File: src/rtl/dmem_arbiter.sv
`default_nettype none
// ----------------------------------------------------------------------------
// Module      : dmem_arbiter
// Description : Round-robin arbiter that shares the single-port data memory
//               between the CPU memory stage and the debug/loader port.
// Revision    : 1.0 - initial release
// ----------------------------------------------------------------------------
module dmem_arbiter #(
  parameter int ADDR_W = 10,
  parameter int DATA_W = 32
) (
  input  logic              clock,
  input  logic              reset,

  input  logic              cpu_req,
  input  logic              cpu_we,
  input  logic [ADDR_W-1:0] cpu_addr,
  input  logic [DATA_W-1:0] cpu_wdata,
  output logic              cpu_gnt,
  output logic              cpu_rvalid,
  output logic [DATA_W-1:0] cpu_rdata,

  input  logic              dbg_req,
  input  logic              dbg_we,
  input  logic [ADDR_W-1:0] dbg_addr,
  input  logic [DATA_W-1:0] dbg_wdata,
  input  logic              dbg_lock,
  output logic              dbg_gnt,
  output logic              dbg_rvalid,
  output logic [DATA_W-1:0] dbg_rdata,

  output logic [ADDR_W-1:0] mem_address,
  output logic [DATA_W-1:0] mem_data,
  output logic              mem_wren,
  input  logic [DATA_W-1:0] mem_q
);

  localparam logic [0:0] c_OWN_CPU = 1'b0;
  localparam logic [0:0] c_OWN_DBG = 1'b1;

  logic [0:0] r_last_win;
  logic       r_locked;
  logic       r_rd_valid;
  logic [0:0] r_rd_owner;

  logic       w_cpu_elig;
  logic       w_dbg_elig;
  logic       w_cpu_win;
  logic       w_dbg_win;
  logic       w_any_gnt;
  logic       w_win_we;
  logic [0:0] w_winner;

  // A held lock removes the CPU from contention entirely.
  always_comb begin
    w_cpu_elig = cpu_req & ~r_locked & ~reset;
    w_dbg_elig = dbg_req & ~reset;
    w_cpu_win  = 1'b0;
    w_dbg_win  = 1'b0;
    if (w_cpu_elig && w_dbg_elig) begin
      w_dbg_win = (r_last_win == c_OWN_CPU);
      w_cpu_win = ~w_dbg_win;
    end else begin
      w_cpu_win = w_cpu_elig;
      w_dbg_win = w_dbg_elig;
    end
  end

  assign w_any_gnt = w_cpu_win | w_dbg_win;
  assign w_winner  = w_dbg_win ? c_OWN_DBG : c_OWN_CPU;
  assign w_win_we  = w_dbg_win ? dbg_we : cpu_we;

  assign cpu_gnt     = w_cpu_win;
  assign dbg_gnt     = w_dbg_win;
  assign mem_address = w_dbg_win ? dbg_addr : cpu_addr;
  assign mem_data    = w_dbg_win ? dbg_wdata : cpu_wdata;
  assign mem_wren    = w_any_gnt & w_win_we;

  assign cpu_rvalid = r_rd_valid & (r_rd_owner == c_OWN_CPU) & ~reset;
  assign dbg_rvalid = r_rd_valid & (r_rd_owner == c_OWN_DBG) & ~reset;
  assign cpu_rdata  = cpu_rvalid ? mem_q : '0;
  assign dbg_rdata  = dbg_rvalid ? mem_q : '0;

  always_ff @(posedge clock) begin
    if (reset) begin
      r_last_win <= c_OWN_DBG;
      r_locked   <= 1'b0;
      r_rd_valid <= 1'b0;
      r_rd_owner <= c_OWN_CPU;
    end else begin
      if (w_any_gnt) begin
        r_last_win <= w_winner;
        r_rd_valid <= ~w_win_we;
        r_rd_owner <= w_winner;
      end else begin
        r_rd_valid <= 1'b0;
      end
      // An idle debug port gives up any lock it was holding.
      if (w_dbg_win) begin
        r_locked <= dbg_lock;
      end else if (!w_any_gnt && !dbg_req) begin
        r_locked <= 1'b0;
      end
    end
  end

endmodule
`default_nettype wire

File: config.mk
export PLATFORM = sky130hd
export DESIGN_NAME = dmem_arbiter
export DESIGN_NICKNAME = d
export VERILOG_FILES = /design/src/rtl/dmem_arbiter.sv
export SDC_FILE = /design/constraint.sdc
export NUM_CORES = 1
export LEC_CHECK = 0
export BUFFER_PORTS_ARGS = -buffer_cell sky130_fd_sc_hd__buf_2
export CORE_AREA = 2 2 90 92
export DETAILED_ROUTE_END_ITERATION = 8
export DIE_AREA = 0 0 92 94
export SLEW_MARGIN = 20
export SYNTH_ARGS = -nofsm -noshare
export SYNTH_HDL_FRONTEND = slang
export SYNTH_SLANG_ARGS = --single-unit
File: constraint.sdc
create_clock -name clock -period 3.7 [get_ports clock]
set_input_delay 0.925 -clock clock [delete_from_list [all_inputs] [get_ports clock]]
set_output_delay 0.925 -clock clock [all_outputs]
set_load 0.02 [all_outputs]
==> results.py <==
metrics = {
    "global_routing": {
        "globalRoute.totalOverflow": 0,
        "grt_max_degree": 34,
        "grt_pass1_wl_mm": 7.583,
        "antenna_found_initial": 0,
        "grtUsageTotal_pct": 10.75,
        "first_global_vias": 1734,
    },
    "synthesis": {
        "yosysTopAreaCell": "mux2_4",
        "ys.flop_type": "dfxtp_1",
        "ys_warn_count": 0,
        "synthTopCellsByArea": "mux2_4 44%, and2_1 31%, dfxtp_1 6.2%",
        "syn_area_per_cell_um2": 9.339,
        "synth_most_common_cell": "and2_1",
        "yosysSeqAreaShare_pct": 6.214,
        "syn_area_um2": 1289,
        "synth_cells": 138,
        "synthDistinctLibCells": 24,
        "synthTopCellsByCount": "64 x and2_1, 38 x mux2_4, 5 x clkbuf_1",
        "syn_nets": 261,
        "yosys_register_bits": 4,
        "synth_top_area_share_pct": 44.27,
        "synth-edff-count": 0,
        "async_reset_ff_share_pct": 0,
    },
    "pwr": {
        "ir_drop_v": 0.0001142,
        "p_leak_nw": 1.725,
        "power_density_nw_per_um2": 162.6,
    },
    "floorplan": {
        "dieHeight_um": 94,
        "start_util_pct": 16.94,
        "die_area_um2": 8648,
        "placementRows": 32,
        "die_w_um": 92,
        "core_um2": 7607,
        "ios": 234,
    },
    "setup_path": {
        "worst_setup_path_end_kind": "output port",
        "critPathSlowestCell": "mux2_4",
        "crit_top_cell": "buf_2",
        "max_stage_delay_ns": 0.32,
        "crit_type": "in -> out",
        "worstPathArrival_ns": 2.16,
        "crit_fanout": 24,
        "cp_cell_sequence": "buf_2 > nand3b_1 > nand2_4 > buf_12 > mux2_4 > buf_2",
        "cp.required_ns": 2.77,
        "start_kind": "input pin",
    },
    "timing": {
        "worst-slew-pin-transition_ns": 0.4838,
        "totalNegativeSetupSlack_ns": 0,
        "min_period_over_period_pct": 83.40,
        "skew_ns": 0.0002110,
        "max-slew-margin-rel_pct": 67.50,
        "fin_crit_ns": 3.086,
        "final_max_slew_viol_count": 0,
        "fin_hold_ws_ns": 0.5274,
        "rsz0062_at_grt": "no",
        "hold_viol_final": 0,
        "setup_viol": 0,
        "fmax_ghz": 0.3241,
    },
    "clocking": {
        "clockBufferDepth": 2,
        "cts-hold-fix-buffers": 0,
        "insertion_delay_ns": 0.22,
        "ctsResizeCount": 0,
        "htreeDepth": 1,
        "clock-sinks": 4,
        "cts_setup_buffers": 0,
        "cts_tree": "yes",
        "numCtsBuffers": 3,
        "clock-root-buffer": "clkbuf_8",
        "clk_pin_slew_worst_paths_ns": 0.03,
    },
    "place": {
        "gp_congestion": 0.7395,
        "portBuffers": 233,
        "dp_hpwl_mm": 4.831,
    },
    "drt": {
        "drc_errors": 0,
        "drt_iter0_markers": 22,
        "vias": 1858,
        "drt_pass1_iterations": 4,
        "via_per_inst": 3.953,
        "drtAntennaViolNets": 0,
        "postRouteWirelength_mm": 5.406,
        "wl_per_cell_um": 11.50,
    },
    "cells_and_area": {
        "drive_above_1_share_pct": 77.99,
        "num_antenna_cells": 0,
        "synthToLayoutAreaGrowth_pct": 101.6,
        "fin_nets": 493,
    },
    "flow_run": {
        "drv_cap": 0,
    },
    "worst_hold_path": {
        "holdCritPathClass": "reg -> reg",
    },
    "run_status": {
        "outcome": "finished clean",
    },
}
routing by layer:
metal	up-vias	GRT usage [%]	wire length, µm
met1	821	11.35	1894
li1	919	-	-
met2	114	21.08	2950
met3	4	2.087	498
met4	0	3.731	62
met5	-	0	0
critical path: cells and delay by family:
kind	cells	cell delay (ns)
buffers and inverters	3	0.50
muxes	1	0.32
and+or+nand+nor	2	0.40
final timing paths:
path	endpoint	startpoint	slack, ns	depth (start not counted)
setup / recovery	mem_data[29]	cpu_req	0.61	6
hold reg to reg	r_last_win	r_last_win	0.53	2
hold / removal	r_last_win	r_last_win	0.53	2
setup reg to reg	r_rd_valid	r_locked	2.48	4
flip-flops by register name (all words and copies together) (netlist names):
name        count
r_locked        1
r_last_win      1
r_rd_owner      1
r_rd_valid      1
cells by family after synthesis:
logic type	count (synthesis)	share of synthesized area, %
muxes	42	47.77
DFF	4	6.214
buffers and inverters	12	5.921
AOI/OAI and AO/OA	4	2.135
and+or+nand+nor	76	37.96
metrics by stage:
step / total power [mW] / instances / area, µm² / utilization [%] / setup WS [ns]
2_1_floorplan: 0.2158 / 138 / 1289 / - / 0.8230
3_3_place_gp: 0.3318 / 467 / 2556 / 33.60 / 0.6239
3_5_place_dp: 0.3350 / 467 / 2556 / 33.60 / 0.5984
4_1_cts: 0.4278 / 470 / 2597 / 34.14 / 0.5951
5_1_grt: 0.4500 / 470 / 2597 / 34.14 / 0.5419
6_report: 0.4223 / 470 / 2597 / 34.14 / 0.6142
where the power goes:
group | switching (mW) | internal [mW] | total (mW)
sequential | 0.00164 | 0.0464 | 0.0480
combinational | 0.138 | 0.145 | 0.284
clock | 0.0215 | 0.0692 | 0.0908
cell type report:
type                       instances  area (µm²)
sequential                         4       80.08
tap                              102       127.6
clock buffer                       3       41.29
fill                             829        5010
inverter                           2       7.507
multi-input combinational        122        1132
timing repair buffer             237        1209
cell usage in the layout, fill, tap and decap left out:
cell       count
a21oi_1        1
a22o_1         1
and2_1        64
and3_1         1
and3b_1        1
buf_12         1
buf_2        233
buf_4          3
clkbuf_8       3
dfxtp_1        4
inv_1          1
inv_2          1
mux2_2         4
mux2_4        38
nand2_4        1
nand2b_1       2
nand3b_1       1
nor2_1         1
nor2b_1        1
nor2b_2        1
nor3_1         1
nor3b_2        1
o21ai_0        1
o2bb2ai_1      1
or2_2          1
Note: power is estimated with default switching activity, not from simulation.
